**src/rtl/vga_capture_if.sv**
```systemverilog
// Pin bundle between a VGA source and the capture block.
// The source drives sync and colour; the capture block drives the frame-buffer write port and status.
interface vga_capture_if;
    logic        h_sync;
    logic        v_sync;
    logic [3:0]  Red;
    logic [3:0]  Green;
    logic [3:0]  Blue;
    logic        wr_en;
    logic [18:0] wr_addr;
    logic [15:0] wr_data;
    logic        locked;
    logic        frame_done;
    logic        sync_err;

    modport master (
        output h_sync, v_sync, Red, Green, Blue,
        input  wr_en, wr_addr, wr_data, locked, frame_done, sync_err
    );

    modport slave (
        input  h_sync, v_sync, Red, Green, Blue,
        output wr_en, wr_addr, wr_data, locked, frame_done, sync_err
    );
endinterface

```
**src/rtl/vga_capture.sv**
```systemverilog
// VGA receiver: recovers raster position from sync falling edges, verifies one clean frame,
// then streams every visible pixel into a frame buffer write port.
module vga_capture #(
    parameter int H_TOTAL     = 800,
    parameter int H_SYNC      = 96,
    parameter int H_ACT_START = 144,
    parameter int H_ACT       = 640,
    parameter int V_TOTAL     = 525,
    parameter int V_ACT_START = 35,
    parameter int V_ACT       = 480
) (
    input  logic          clk,
    input  logic          rst,
    vga_capture_if.slave  bus
);
    localparam logic [1:0]  ST_SEARCH = 2'd0;
    localparam logic [1:0]  ST_ALIGN  = 2'd1;
    localparam logic [1:0]  ST_LOCKED = 2'd2;
    localparam logic [9:0]  H_LAST    = 10'(H_TOTAL - 1);
    localparam logic [9:0]  V_LAST    = 10'(V_TOTAL - 1);
    localparam logic [9:0]  H_VIS_LO  = 10'(H_ACT_START);
    localparam logic [9:0]  H_VIS_HI  = 10'(H_ACT_START + H_ACT - 1);
    localparam logic [9:0]  V_VIS_LO  = 10'(V_ACT_START);
    localparam logic [9:0]  V_VIS_HI  = 10'(V_ACT_START + V_ACT - 1);
    localparam logic [18:0] ADDR_LAST = 19'(H_ACT * V_ACT - 1);

    // The receiver only needs the sync edges; the pulse width just has to clear the active window.
    if (H_SYNC >= H_ACT_START || H_ACT_START + H_ACT > H_TOTAL) begin : g_cfg_check
        $error("vga_capture: horizontal timing parameters are inconsistent");
    end

    logic        r_s_h, r_s_v, r_d_h, r_d_v;
    logic [11:0] r_s_rgb;
    logic [9:0]  r_h_pos, r_v_pos;
    logic [1:0]  r_state;
    logic        r_wr_en, r_frame_done, r_sync_err;
    logic [18:0] r_wr_addr;
    logic [15:0] r_wr_data;

    logic        w_h_fall, w_v_fall, w_viol, w_vis, w_write;
    logic [9:0]  w_h_pos, w_v_pos;
    logic [18:0] w_row, w_col, w_addr;
    logic [1:0]  w_state_next;

    assign w_h_fall = r_d_h & ~r_s_h;
    assign w_v_fall = r_d_v & ~r_s_v;

    // Position of the sample currently in the S stage; r_h_pos/r_v_pos hold the previous sample's.
    assign w_h_pos = w_h_fall ? 10'd0 : r_h_pos + 10'd1;
    assign w_v_pos = !w_h_fall ? r_v_pos : (w_v_fall ? 10'd0 : r_v_pos + 10'd1);

    assign w_viol = (w_h_fall && r_h_pos != H_LAST)
                  || (!w_h_fall && r_h_pos == H_LAST)
                  || (w_v_fall && (!w_h_fall || r_v_pos != V_LAST))
                  || (w_h_fall && !w_v_fall && r_v_pos == V_LAST);

    assign w_vis   = (w_h_pos >= H_VIS_LO) && (w_h_pos <= H_VIS_HI)
                  && (w_v_pos >= V_VIS_LO) && (w_v_pos <= V_VIS_HI);
    assign w_row   = 19'(w_v_pos - V_VIS_LO);
    assign w_col   = 19'(w_h_pos - H_VIS_LO);
    assign w_addr  = w_row * 19'(H_ACT) + w_col;
    assign w_write = (r_state == ST_LOCKED) && w_vis && !w_viol;

    always_comb begin
        w_state_next = r_state;
        case (r_state)
            ST_SEARCH: if (w_h_fall && w_v_fall) w_state_next = ST_ALIGN;
            ST_ALIGN: begin
                if (w_viol)                     w_state_next = ST_SEARCH;
                else if (w_h_fall && w_v_fall)  w_state_next = ST_LOCKED;
            end
            ST_LOCKED: if (w_viol) w_state_next = ST_SEARCH;
            default:   w_state_next = ST_SEARCH;
        endcase
    end

    always_ff @(posedge clk) begin
        if (rst) begin
            r_s_h        <= 1'b0;
            r_s_v        <= 1'b0;
            r_d_h        <= 1'b0;
            r_d_v        <= 1'b0;
            r_s_rgb      <= 12'h000;
            r_h_pos      <= 10'd0;
            r_v_pos      <= 10'd0;
            r_state      <= ST_SEARCH;
            r_wr_en      <= 1'b0;
            r_wr_addr    <= 19'd0;
            r_wr_data    <= 16'h0000;
            r_frame_done <= 1'b0;
            r_sync_err   <= 1'b0;
        end else begin
            r_s_h        <= bus.h_sync;
            r_s_v        <= bus.v_sync;
            r_s_rgb      <= {bus.Red, bus.Green, bus.Blue};
            r_d_h        <= r_s_h;
            r_d_v        <= r_s_v;
            r_h_pos      <= w_h_pos;
            r_v_pos      <= w_v_pos;
            r_state      <= w_state_next;
            r_wr_en      <= w_write;
            r_frame_done <= w_write && (w_addr == ADDR_LAST);
            r_sync_err   <= w_viol && (r_state != ST_SEARCH);
            if (w_write) begin
                r_wr_addr <= w_addr;
                r_wr_data <= {4'h0, r_s_rgb};
            end
        end
    end

    assign bus.wr_en      = r_wr_en;
    assign bus.wr_addr    = r_wr_addr;
    assign bus.wr_data    = r_wr_data;
    assign bus.frame_done = r_frame_done;
    assign bus.sync_err   = r_sync_err;
    assign bus.locked     = (r_state == ST_LOCKED);
endmodule

```
**src/flat_wrapper.sv**
```systemverilog
// flat-port wrapper written by rule: the top's interface ports become plain ports
module vga_capture_flat 
#(
    parameter int H_TOTAL     = 800,
    parameter int H_SYNC      = 96,
    parameter int H_ACT_START = 144,
    parameter int H_ACT       = 640,
    parameter int V_TOTAL     = 525,
    parameter int V_ACT_START = 35,
    parameter int V_ACT       = 480
)
  (clk, rst, bus_h_sync, bus_v_sync, bus_Red, bus_Green, bus_Blue, bus_wr_en, bus_wr_addr, bus_wr_data, bus_locked, bus_frame_done, bus_sync_err);
  vga_capture_if bus_i ();
  input  logic clk;
  input  logic rst;
  input wire logic [$bits(bus_i.h_sync)-1:0] bus_h_sync;
  input wire logic [$bits(bus_i.v_sync)-1:0] bus_v_sync;
  input wire logic [$bits(bus_i.Red)-1:0] bus_Red;
  input wire logic [$bits(bus_i.Green)-1:0] bus_Green;
  input wire logic [$bits(bus_i.Blue)-1:0] bus_Blue;
  output wire logic [$bits(bus_i.wr_en)-1:0] bus_wr_en;
  output wire logic [$bits(bus_i.wr_addr)-1:0] bus_wr_addr;
  output wire logic [$bits(bus_i.wr_data)-1:0] bus_wr_data;
  output wire logic [$bits(bus_i.locked)-1:0] bus_locked;
  output wire logic [$bits(bus_i.frame_done)-1:0] bus_frame_done;
  output wire logic [$bits(bus_i.sync_err)-1:0] bus_sync_err;
  assign bus_i.h_sync = bus_h_sync;
  assign bus_i.v_sync = bus_v_sync;
  assign bus_i.Red = bus_Red;
  assign bus_i.Green = bus_Green;
  assign bus_i.Blue = bus_Blue;
  assign bus_wr_en = bus_i.wr_en;
  assign bus_wr_addr = bus_i.wr_addr;
  assign bus_wr_data = bus_i.wr_data;
  assign bus_locked = bus_i.locked;
  assign bus_frame_done = bus_i.frame_done;
  assign bus_sync_err = bus_i.sync_err;
  vga_capture #(.H_TOTAL(H_TOTAL), .H_SYNC(H_SYNC), .H_ACT_START(H_ACT_START), .H_ACT(H_ACT), .V_TOTAL(V_TOTAL), .V_ACT_START(V_ACT_START), .V_ACT(V_ACT)) u_core (.clk(clk), .rst(rst), .bus(bus_i));
endmodule
```
**config.mk**
```make
export PLATFORM = sky130hd
export DESIGN_NAME = vga_capture_flat
export DESIGN_NICKNAME = d
export VERILOG_FILES = /design/src/rtl/vga_capture_if.sv /design/src/rtl/vga_capture.sv /design/src/flat_wrapper.sv
export SDC_FILE = /design/constraint.sdc
export NUM_CORES = 1
export LEC_CHECK = 0
export BUFFER_PORTS_ARGS = -buffer_cell sky130_fd_sc_hd__buf_2
export CORE_MARGIN = 3
export CORE_UTILIZATION = 47
export CTS_CLUSTER_DIAMETER = 40
export DETAILED_ROUTE_END_ITERATION = 7
export PLACE_DENSITY = 0.72
export RECOVER_POWER = 100
export SLEW_MARGIN = 20
export SYNTH_ARGS = -nofsm -noshare
export SYNTH_HDL_FRONTEND = slang
export SYNTH_SLANG_ARGS = --single-unit
```
**constraint.sdc**
```tcl
create_clock -name clk -period 13.3 [get_ports clk]
set_clock_uncertainty 0.05 [all_clocks]
set_input_delay 1.995 -clock clk [delete_from_list [all_inputs] [get_ports clk]]
set_output_delay 1.995 -clock clk [all_outputs]
set_load 0.02 [all_outputs]
```
==> flow_metrics.tcl, run 1 <==
set metrics [dict create \
    io_buffers 50 \
    dieWidth_um 104 \
    async_flop_share_pct 0 \
    die-height_um 104 \
    syn_to_final_growth_pct 11.0 \
    coreArea_um2 9330 \
    hold_viol_final 0 \
    final_util_pct 53.9 \
    max_cap_viol_count 1 \
    numCtsBuffers 9 \
    cts_hold_buffers 0 \
    synthTopCellsByArea "dfxtp_1 32%, ha_1 9.9%, a21oi_1 6.3%, xnor2_1 4.8%, o21ai_0 4.1%" \
    clockRootBuffer "clkbuf_8" \
    antenna_found_initial 0 \
    setup_viol_count_final 0 \
    synth.avg_cell_area_um2 8.23 \
    wl_per_cell_um 14.5 \
    nets 639 \
    synth-edff-count 0 \
    rsz0062_at_grt "no" \
    worst_pin_slew_ns 3.10 \
    insertion_delay_ns 0.34 \
    cp-start-kind "register" \
    ff2ff_path_depth 25 \
    first_iter_violations 257 \
    finalWirelength_mm 10.4 \
    slowest_delay_ns 0.89 \
    synth_top_area_share_pct 31.8 \
    placementRows 35 \
    grt_pass1_vias 3738 \
    dieArea_um2 10900 \
    cts.htree.levels 3 \
    reg2reg_to "u_core.bus.frame_done" \
    dr.pass1.iters 4 \
    clk_pin_slew_worst_paths_ns 0.09 \
    critPathRequiredTime_ns 13.52 \
    hold_start "u_core.r_s_rgb[10]" \
    cts_resized 0 \
    syn-cell-area_um2 4530 \
    maxSlewHeadroom_pct -107 \
    synth-seq-cells 72 \
    hold_class "register to register" \
    critical_path_class "register to register" \
    vias 4031 \
    max_freq_mhz 162 \
    cts_max_path_buffers 2 \
    cts_tree "built" \
    end_kind "register" \
    grt_usage_pct 19.4 \
    synth_ff_type "dfxtp_1" \
    clock_sinks 72 \
    total_leakage_power_nw 1.87 \
    synth_cell_type_count 66 \
    grt_pass1_wl_mm 17.8 \
    route.detailed.drc 0 \
    gp_congestion 0.856 \
    dp.cells 703 \
    multiInputGateArea_um2 2890 \
    hold_slack_ns 0.395 \
    status "finished with violations" \
    yosys_warnings 0 \
    routed_via_density 5.61 \
    r2r-start "u_core.r_d_h" \
    whs_endpoint "u_core.bus.wr_data[10]" \
    post-cts-setup-buffer-count 0 \
    nFillCells 892 \
    reg2reg_slack_ns 7.14 \
    grt_max_degree 73 \
    maxSlewViolCount 73 \
    crit_slowest_cell "clkbuf_1" \
    timing.final.crit_share_pct 46.3 \
    violations "max-capacitance violations, max-slew violations" \
    powerDensity_nw_per_um2 91.8 \
    num_antenna_cells 0 \
    cp_max_fo 29 \
    drive_gt1_share_pct 8.14 \
    instances_no_fill 719 \
    min_period_ns 6.16 \
    area.sequential_um2 1440 \
    yosysSeqAreaShare_pct 31.8 \
    vdd_drop_max_mv 0.0627 \
    syn_inst 551 \
    setup_tns_ns 0 \
    start_util_pct 48.6 \
    cp.arrival_ns 6.38 \
    yosys.area.top_type "dfxtp_1" \
    final_antenna_net_count 0 \
    grt.overflow.total 0 \
    ios 55 \
    hold_depth 2 \
    place_hpwl_mm 7.42 \
]
worst max-delay path, delay by kind of cell, from the launching register on:
family	cells	cell delay, ns
buf+inv	2	1.00
compound gates	9	1.57
fa+ha+maj	4	1.20
flops	1	0.42
simple gates	9	1.70
xor+xnor	1	0.14
report_power, final:
group	internal (mW)	switching, mW
sequential	0.219	0.00251
clock	0.107	0.0872
combinational	0.0196	0.0269
flip-flops by register name, summed over array words and instances (netlist names):
name / flops
u_core.r_state: 2
u_core.r_d_h: 1
u_core.bus.wr_addr: 19
u_core.bus.sync_err: 1
u_core.r_h_pos: 10
u_core.r_s_v: 1
u_core.r_s_rgb: 12
u_core.bus.frame_done: 1
u_core.r_v_pos: 10
u_core.bus.wr_data: 12
u_core.r_d_v: 1
u_core.r_s_h: 1
u_core.bus.wr_en: 1
kinds of logic (layout without fill, tap and decap cells):
group | Yosys count | after routing | share of synthesized area (%)
AO/OA/AOI/OAI | 153 | 153 | 20.9
XOR/XNOR | 38 | 38 | 7.95
adder cells (fa/ha/maj) | 38 | 38 | 10.8
buffers and inverters | 57 | 93 | 5.27
flip-flops | 72 | 72 | 31.8
multiplexers | 3 | 3 | 0.662
other | 1 | 4 | 0.0827
AND/OR/NAND/NOR | 189 | 189 | 22.6
through the flow:
step	instance area, um2	setup WS [ns]	power [mW]
6_report	5030	7.14	0.462
5_1_grt	5030	6.48	0.483
4_1_cts	5080	7.89	0.465
3_5_place_dp	4860	7.90	0.273
3_3_place_gp	4860	8.00	0.271
2_1_floorplan	4550	8.16	0.264
synthesized netlist by cell type, types with 3 or more instances:
library cell,number
xor2_1,11
o211ai_1,4
or4_1,6
mux2i_1,3
and4_1,3
o31ai_1,4
a21o_1,10
o21ai_0,37
ha_1,36
nand4_1,7
a21oi_1,57
nand2b_1,5
nand3_1,31
buf_4,4
inv_1,21
nor2_1,38
dfxtp_1,72
xnor2_1,25
nor2b_1,21
nand2_1,24
o31a_1,5
or3_1,6
a211oi_1,6
nor4_1,3
nor3b_1,3
buf_2,7
a31oi_1,5
clkbuf_1,22
nor3_1,24
o21bai_1,5
area by class of cell:
type,count,area share (%)
Sequential cell,72,28.6
Tap cell,129,3.21
Multi-Input combinational cell,425,57.4
Inverter,21,1.57
Timing Repair Buffer,56,4.85
Clock inverter,6,1.82
Clock buffer,10,2.54
layout by cell type, fill, tap and decap left out, types with 4 or more instances in the layout:
| cell | instances |
|---|---|
| clkbuf_8 | 9 |
| o21ai_0 | 37 |
| nand2b_1 | 5 |
| conb_1 | 4 |
| nor3_1 | 24 |
| clkbuf_1 | 38 |
| o31ai_1 | 4 |
| buf_2 | 15 |
| ha_1 | 36 |
| nor2b_1 | 20 |
| nand4_1 | 7 |
| buf_4 | 4 |
| o31a_1 | 5 |
| a21oi_1 | 57 |
| inv_1 | 21 |
| o211ai_1 | 4 |
| o21bai_1 | 5 |
| or4_1 | 6 |
| nor2_1 | 38 |
| nand2_1 | 24 |
| nand3_1 | 31 |
| a211oi_1 | 6 |
| xnor2_1 | 25 |
| a31oi_1 | 5 |
| a21o_1 | 10 |
| xor2_1 | 11 |
| or3_1 | 6 |
| dfxtp_1 | 72 |
how the worst max path moves through the flow:
stage,start,end,slack (ns),cells after the start
after detailed placement,u_core.r_s_h,u_core.bus.frame_done,7.90,22
after global placement,u_core.r_d_h,u_core.bus.frame_done,8.00,25
after global routing,u_core.r_d_h,u_core.bus.frame_done,6.48,25
after CTS,u_core.r_s_h,u_core.bus.frame_done,7.89,22
final,u_core.r_d_h,u_core.bus.frame_done,7.14,25
after floorplan,u_core.r_d_h,u_core.bus.frame_done,8.16,27
per-layer routing:
metal	share of wire, %	routed length, um	vias to the layer above	track usage, %
met5	0	0	-	0
met4	1.1	117	0	5.51
met3	4.2	443	9	2.42
met2	48	5010	77	32.4
met1	47	4870	1906	26.5
li1	-	-	2039	-
Power figures use the tool's default switching activity.
==> inputs of run 2 (changes only) <==
==> constraint.sdc (replaced) <==
create_clock -name clk -period 6.1 [get_ports clk]
set_clock_uncertainty 0.05 [all_clocks]
set_input_delay 0.915 -clock clk [delete_from_list [all_inputs] [get_ports clk]]
set_output_delay 0.915 -clock clk [all_outputs]
set_load 0.02 [all_outputs]
==> flow_metrics.tcl, run 2 (synthesis gave the netlist of run 1 again) <==
set metrics [dict create \
    routed_via_density 5.60 \
    maxSlewHeadroom_pct -109 \
    grt_pass1_vias 3858 \
    start_util_pct 48.6 \
    grt_pass1_wl_mm 18.6 \
    cp_max_fo 14 \
    hold_slack_ns 0.401 \
    maxSlewViolCount 73 \
    syn_to_final_growth_pct 10.8 \
    largest_reg_flops 19 \
    grt_usage_pct 20.4 \
    max_freq_mhz 181 \
    hold_class "register to register" \
    worst_pin_slew_ns 3.13 \
    final_common_cell "dfxtp_1" \
    dr.pass1.iters 5 \
    critical_path_class "register to register" \
    nets 639 \
    route.detailed.drc 0 \
    vdd_drop_max_mv 0.112 \
    setup_viol_count_final 0 \
    nFillCells 917 \
    grt_max_degree 73 \
    antenna_found_initial 0 \
    coreArea_um2 9330 \
    cts_tree "built" \
    clk_pin_slew_worst_paths_ns 0.08 \
    hold_viol_final 0 \
    end_kind "register" \
    place_hpwl_mm 7.76 \
    placementRows 35 \
    cts_max_path_buffers 2 \
    max_cap_viol_count 1 \
    timing.final.crit_share_pct 90.8 \
    drive_gt1_share_pct 8.14 \
    die-height_um 104 \
    ios 55 \
    cp.arrival_ns 5.75 \
    finalWirelength_mm 10.8 \
    critPathRequiredTime_ns 6.31 \
    powerDensity_nw_per_um2 197 \
    clock_sinks 72 \
    final_antenna_net_count 0 \
    min_period_ns 5.54 \
    gp_congestion 0.868 \
    io_buffers 50 \
    dieWidth_um 104 \
    insertion_delay_ns 0.35 \
    status "finished with violations" \
    total_leakage_power_nw 1.86 \
    cp-start-kind "register" \
    clockRootBuffer "clkbuf_8" \
    wl_per_cell_um 15.0 \
    cts.htree.levels 3 \
    mostFrequentLayoutCells "72 x dfxtp_1, 57 x a21oi_1, 38 x nor2_1" \
    rsz0062_at_grt "no" \
    setup_tns_ns 0 \
    numCtsBuffers 9 \
    total_power_mw 0.991 \
    violations "max-capacitance violations, max-slew violations" \
    first_iter_violations 198 \
    num_antenna_cells 0 \
    grt.overflow.total 0 \
    dieArea_um2 10900 \
    vias 4023 \
]
run 2: cell count changes in the layout (fill, tap and decap cells not counted), sizes merged:
cell and delta:
bufinv -1, clkinv -2, clkinvlp +1, inv +2
run 2: timing repair:
action | 4_1_cts | 5_1_grt
endpoints found under the setup margin | 0 | 1
resized for setup | 0 | 1
setup buffers | 0 | 0
hold buffers | 0 | 0
run 2: path summary, 6_finish.rpt:
path	from	endpoint	slack, ns	cells after the start
min reg2reg	u_core.r_s_rgb[9]	u_core.bus.wr_data[9]	0.40	2
max reg2reg	u_core.r_s_h	u_core.bus.frame_done	0.56	22
min	u_core.r_s_rgb[9]	u_core.bus.wr_data[9]	0.40	2
max	u_core.r_s_h	u_core.bus.frame_done	0.56	22
run 2: report_power, final:
group          switching [mW]  internal, mW  leakage [nW]
sequential            0.00573         0.477         0.585
combinational          0.0581        0.0432          1.17
clock                   0.201         0.207         0.105
total                   0.265         0.727          1.86
run 2: layer usage:
layer	wire length, um	share of wire, %	vias up	global-route usage, %
met5	0	0	-	0
met4	157	1.5	0	6.55
met3	355	3.3	13	3.04
met2	5060	47	79	33.9
met1	5200	48	1890	27.4
li1	-	-	2041	-
run 2: through the flow:
stage | area (um2) | std cells | setup slack (ns) | utilization (%)
global route | 5020 | 719 | 0.00922 | 53.9
detailed placement | 4860 | 703 | 0.548 | 52.1
floorplan | 4550 | 554 | 0.962 | -
global placement | 4860 | 703 | 0.758 | 52.1
finish | 5020 | 719 | 0.561 | 53.9
CTS | 5080 | 719 | 0.515 | 54.4
run 2: worst max-delay path: stages, from the launching register on:
cell and delay [ns]:
dfxtp_1 0.45, nand2b_1 0.55, a21oi_1 0.29, inv_1 0.11
ha_1 0.30, nor2_1 0.09, o32ai_1 0.38, ha_1 0.33
ha_1 0.30, a21o_1 0.17, a21oi_1 0.21, o21bai_1 0.09
a21oi_1 0.23, o21bai_1 0.09, a21oi_1 0.19, xnor2_1 0.16
ha_1 0.31, nand2b_1 0.12, nor3_1 0.05, nor3_1 0.18
o211ai_1 0.13, or4_1 0.43, nor4_2 0.25
run 2: area by class of cell:
cell class,instances,area (um2),share of cell area [%]
multi-input cells,425,2890,57.4
flip-flops and latches,72,1440,28.7
repair buffers,56,244,4.86
well taps,129,161,3.21
clock buffers,10,138,2.74
inverters,21,78.8,1.57
clock inverters,6,75.1,1.49
==> inputs of run 3 (changes only) <==
--- a/config.mk
+++ b/config.mk
@@ -5,7 +5,7 @@
 export SDC_FILE = /design/constraint.sdc
 export NUM_CORES = 1
 export LEC_CHECK = 0
-export BUFFER_PORTS_ARGS = -buffer_cell sky130_fd_sc_hd__buf_2
+export BUFFER_PORTS_ARGS = -buffer_cell sky130_fd_sc_hd__buf_4
 export CORE_MARGIN = 3
 export CORE_UTILIZATION = 47
 export CTS_CLUSTER_DIAMETER = 40
==> flow_metrics.tcl, run 3 (synthesis gave the netlist of run 1 again) <==
set metrics [dict create \
    hold_start "u_core.r_s_rgb[0]" \
    cts_tree "built" \
    route.detailed.drc 0 \
    maxSlewViolCount 73 \
    r2r-start "u_core.r_v_pos[0]" \
    max_cap_viol_count 1 \
    crit_top_cell "ha_1" \
    grt_pass1_vias 3755 \
    rsz0062_at_grt "no" \
    critical_path_class "register to register" \
    end_kind "register" \
    instances_no_fill 718 \
    final_common_cell "dfxtp_1" \
    hold_viol_final 0 \
    slowest_delay_ns 0.52 \
    setup_viol_count_final 0 \
    largest_reg_flops 19 \
    placed_cell_area_um2 4980 \
    crit_slowest_cell "o31ai_1" \
    max_freq_mhz 184 \
    insertion_delay_ns 0.34 \
    final_antenna_net_count 0 \
    numCtsBuffers 9 \
    cts_hold_buffers 0 \
    dp_slack_ns 0.703 \
    maxSlewHeadroom_pct -106 \
    cp-start-kind "register" \
    clock_sinks 72 \
    grt_pass1_wl_mm 18.3 \
    finalWirelength_mm 10.5 \
    path_cells "ha_1 -> and3b_1 -> mux2i_1 -> o21a_1 -> o31ai_1 -> o31a_1 -> ha_1 -> ha_1 -> a21oi_1 -> o21bai_1 -> a21oi_1 -> o21bai_1 -> a21oi_1 -> xnor2_1 -> ha_1 -> nand2b_1 -> nor3_1 -> nor3_1 -> o211ai_1 -> or4_1 -> nor4_1" \
    grt_max_degree 73 \
    grt_usage_pct 19.9 \
    syn_to_final_growth_pct 11.3 \
    worst_pin_slew_ns 3.10 \
    hold_class "register to register" \
    num_antenna_cells 0 \
    vdd_drop_max_mv 0.139 \
    violations "max-capacitance violations, max-slew violations" \
    start_util_pct 48.6 \
    min_period_ns 5.44 \
    total_power_mw 1.01 \
    crit_start "u_core.r_v_pos[0]" \
    routed_via_density 5.59 \
    first_iter_violations 237 \
    cpLargestDelayFamily "compound AO/OA/AOI/OAI gates" \
    mostFrequentLayoutCells "72 x dfxtp_1, 57 x a21oi_1, 38 x nor2_1, 38 x clkbuf_1, 37 x o21ai_0" \
    coreArea_um2 9330 \
    antenna_found_initial 0 \
    cp.arrival_ns 5.64 \
    vias 4017 \
    powerDensity_nw_per_um2 200 \
    status "finished with violations" \
    clk_pin_slew_worst_paths_ns 0.08 \
    place_hpwl_mm 7.43 \
    timing.final.crit_share_pct 89.2 \
    drive_gt1_share_pct 7.64 \
    clockRootBuffer "clkbuf_8" \
    dp.cells 702 \
    cp_max_fo 10 \
    post-cts-setup-buffer-count 0 \
    dieWidth_um 104 \
    final_util_pct 54.1 \
    die-height_um 104 \
    cts_resized 0 \
    nets 638 \
    dr.pass1.iters 4 \
    gp_congestion 0.867 \
    cts_max_path_buffers 2 \
    setup_tns_ns 0 \
    path_buf_inv 0 \
    grt.overflow.total 0 \
    hold_slack_ns 0.397 \
    dieArea_um2 10900 \
    total_leakage_power_nw 1.88 \
    setup_ws_ns 0.659 \
    placementRows 35 \
    cts.htree.levels 3 \
    final_area_um2 5050 \
    wl_per_cell_um 14.7 \
    critPathRequiredTime_ns 6.30 \
    io_buffers 50 \
    ios 55 \
]
run 3: changes by cell type in the layout (fill, tap and decap cells not counted), sizes merged:
cell      before  now
bufinv         1    2
clkinv         1    3
clkinvlp       1    0
buf           19   18
inv           24   22
run 3: final cells by class:
| class | instances | area [um2] |
|---|---|---|
| clock buffers | 10 | 128 |
| clock inverters | 6 | 91.3 |
| fillers | 901 | 4280 |
| inverters | 21 | 78.8 |
| multi-input cells | 425 | 2870 |
| flip-flops and latches | 72 | 1440 |
| well taps | 129 | 161 |
| repair buffers | 55 | 274 |
run 3: per-layer routing:
layer	part of all wire [%]	track usage, %	vias to the layer above
met5	0	0	-
met4	0.84	5.98	0
met3	3.6	3.41	7
met2	46	31.2	75
met1	49	27.9	1901
li1	-	-	2034
run 3: power breakdown:
| part | internal [mW] | total (mW) | leakage (nW) | switching, mW |
|---|---|---|---|---|
| clock network | 0.233 | 0.425 | 0.111 | 0.192 |
| logic | 0.0451 | 0.103 | 1.18 | 0.0574 |
| registers | 0.477 | 0.483 | 0.585 | 0.00545 |
| total | 0.755 | 1.01 | 1.88 | 0.255 |
run 3: path summary, 6_finish.rpt:
check,endpoint,slack (ns),depth (start not counted)
max,u_core.bus.frame_done,0.66,21
min,u_core.bus.wr_data[0],0.40,2
max reg2reg,u_core.bus.frame_done,0.66,21
min reg2reg,u_core.bus.wr_data[0],0.40,2
run 3: worst register-to-register path, delay by kind of cell, from the launching register on:
kind / cells / cell delay (ns)
adder cells (fa/ha/maj): 4 / 1.26
flip-flops: 1 / 0.48
AND/OR/NAND/NOR: 6 / 1.36
AO/OA/AOI/OAI: 9 / 1.93
multiplexers: 1 / 0.12
XOR/XNOR: 1 / 0.16
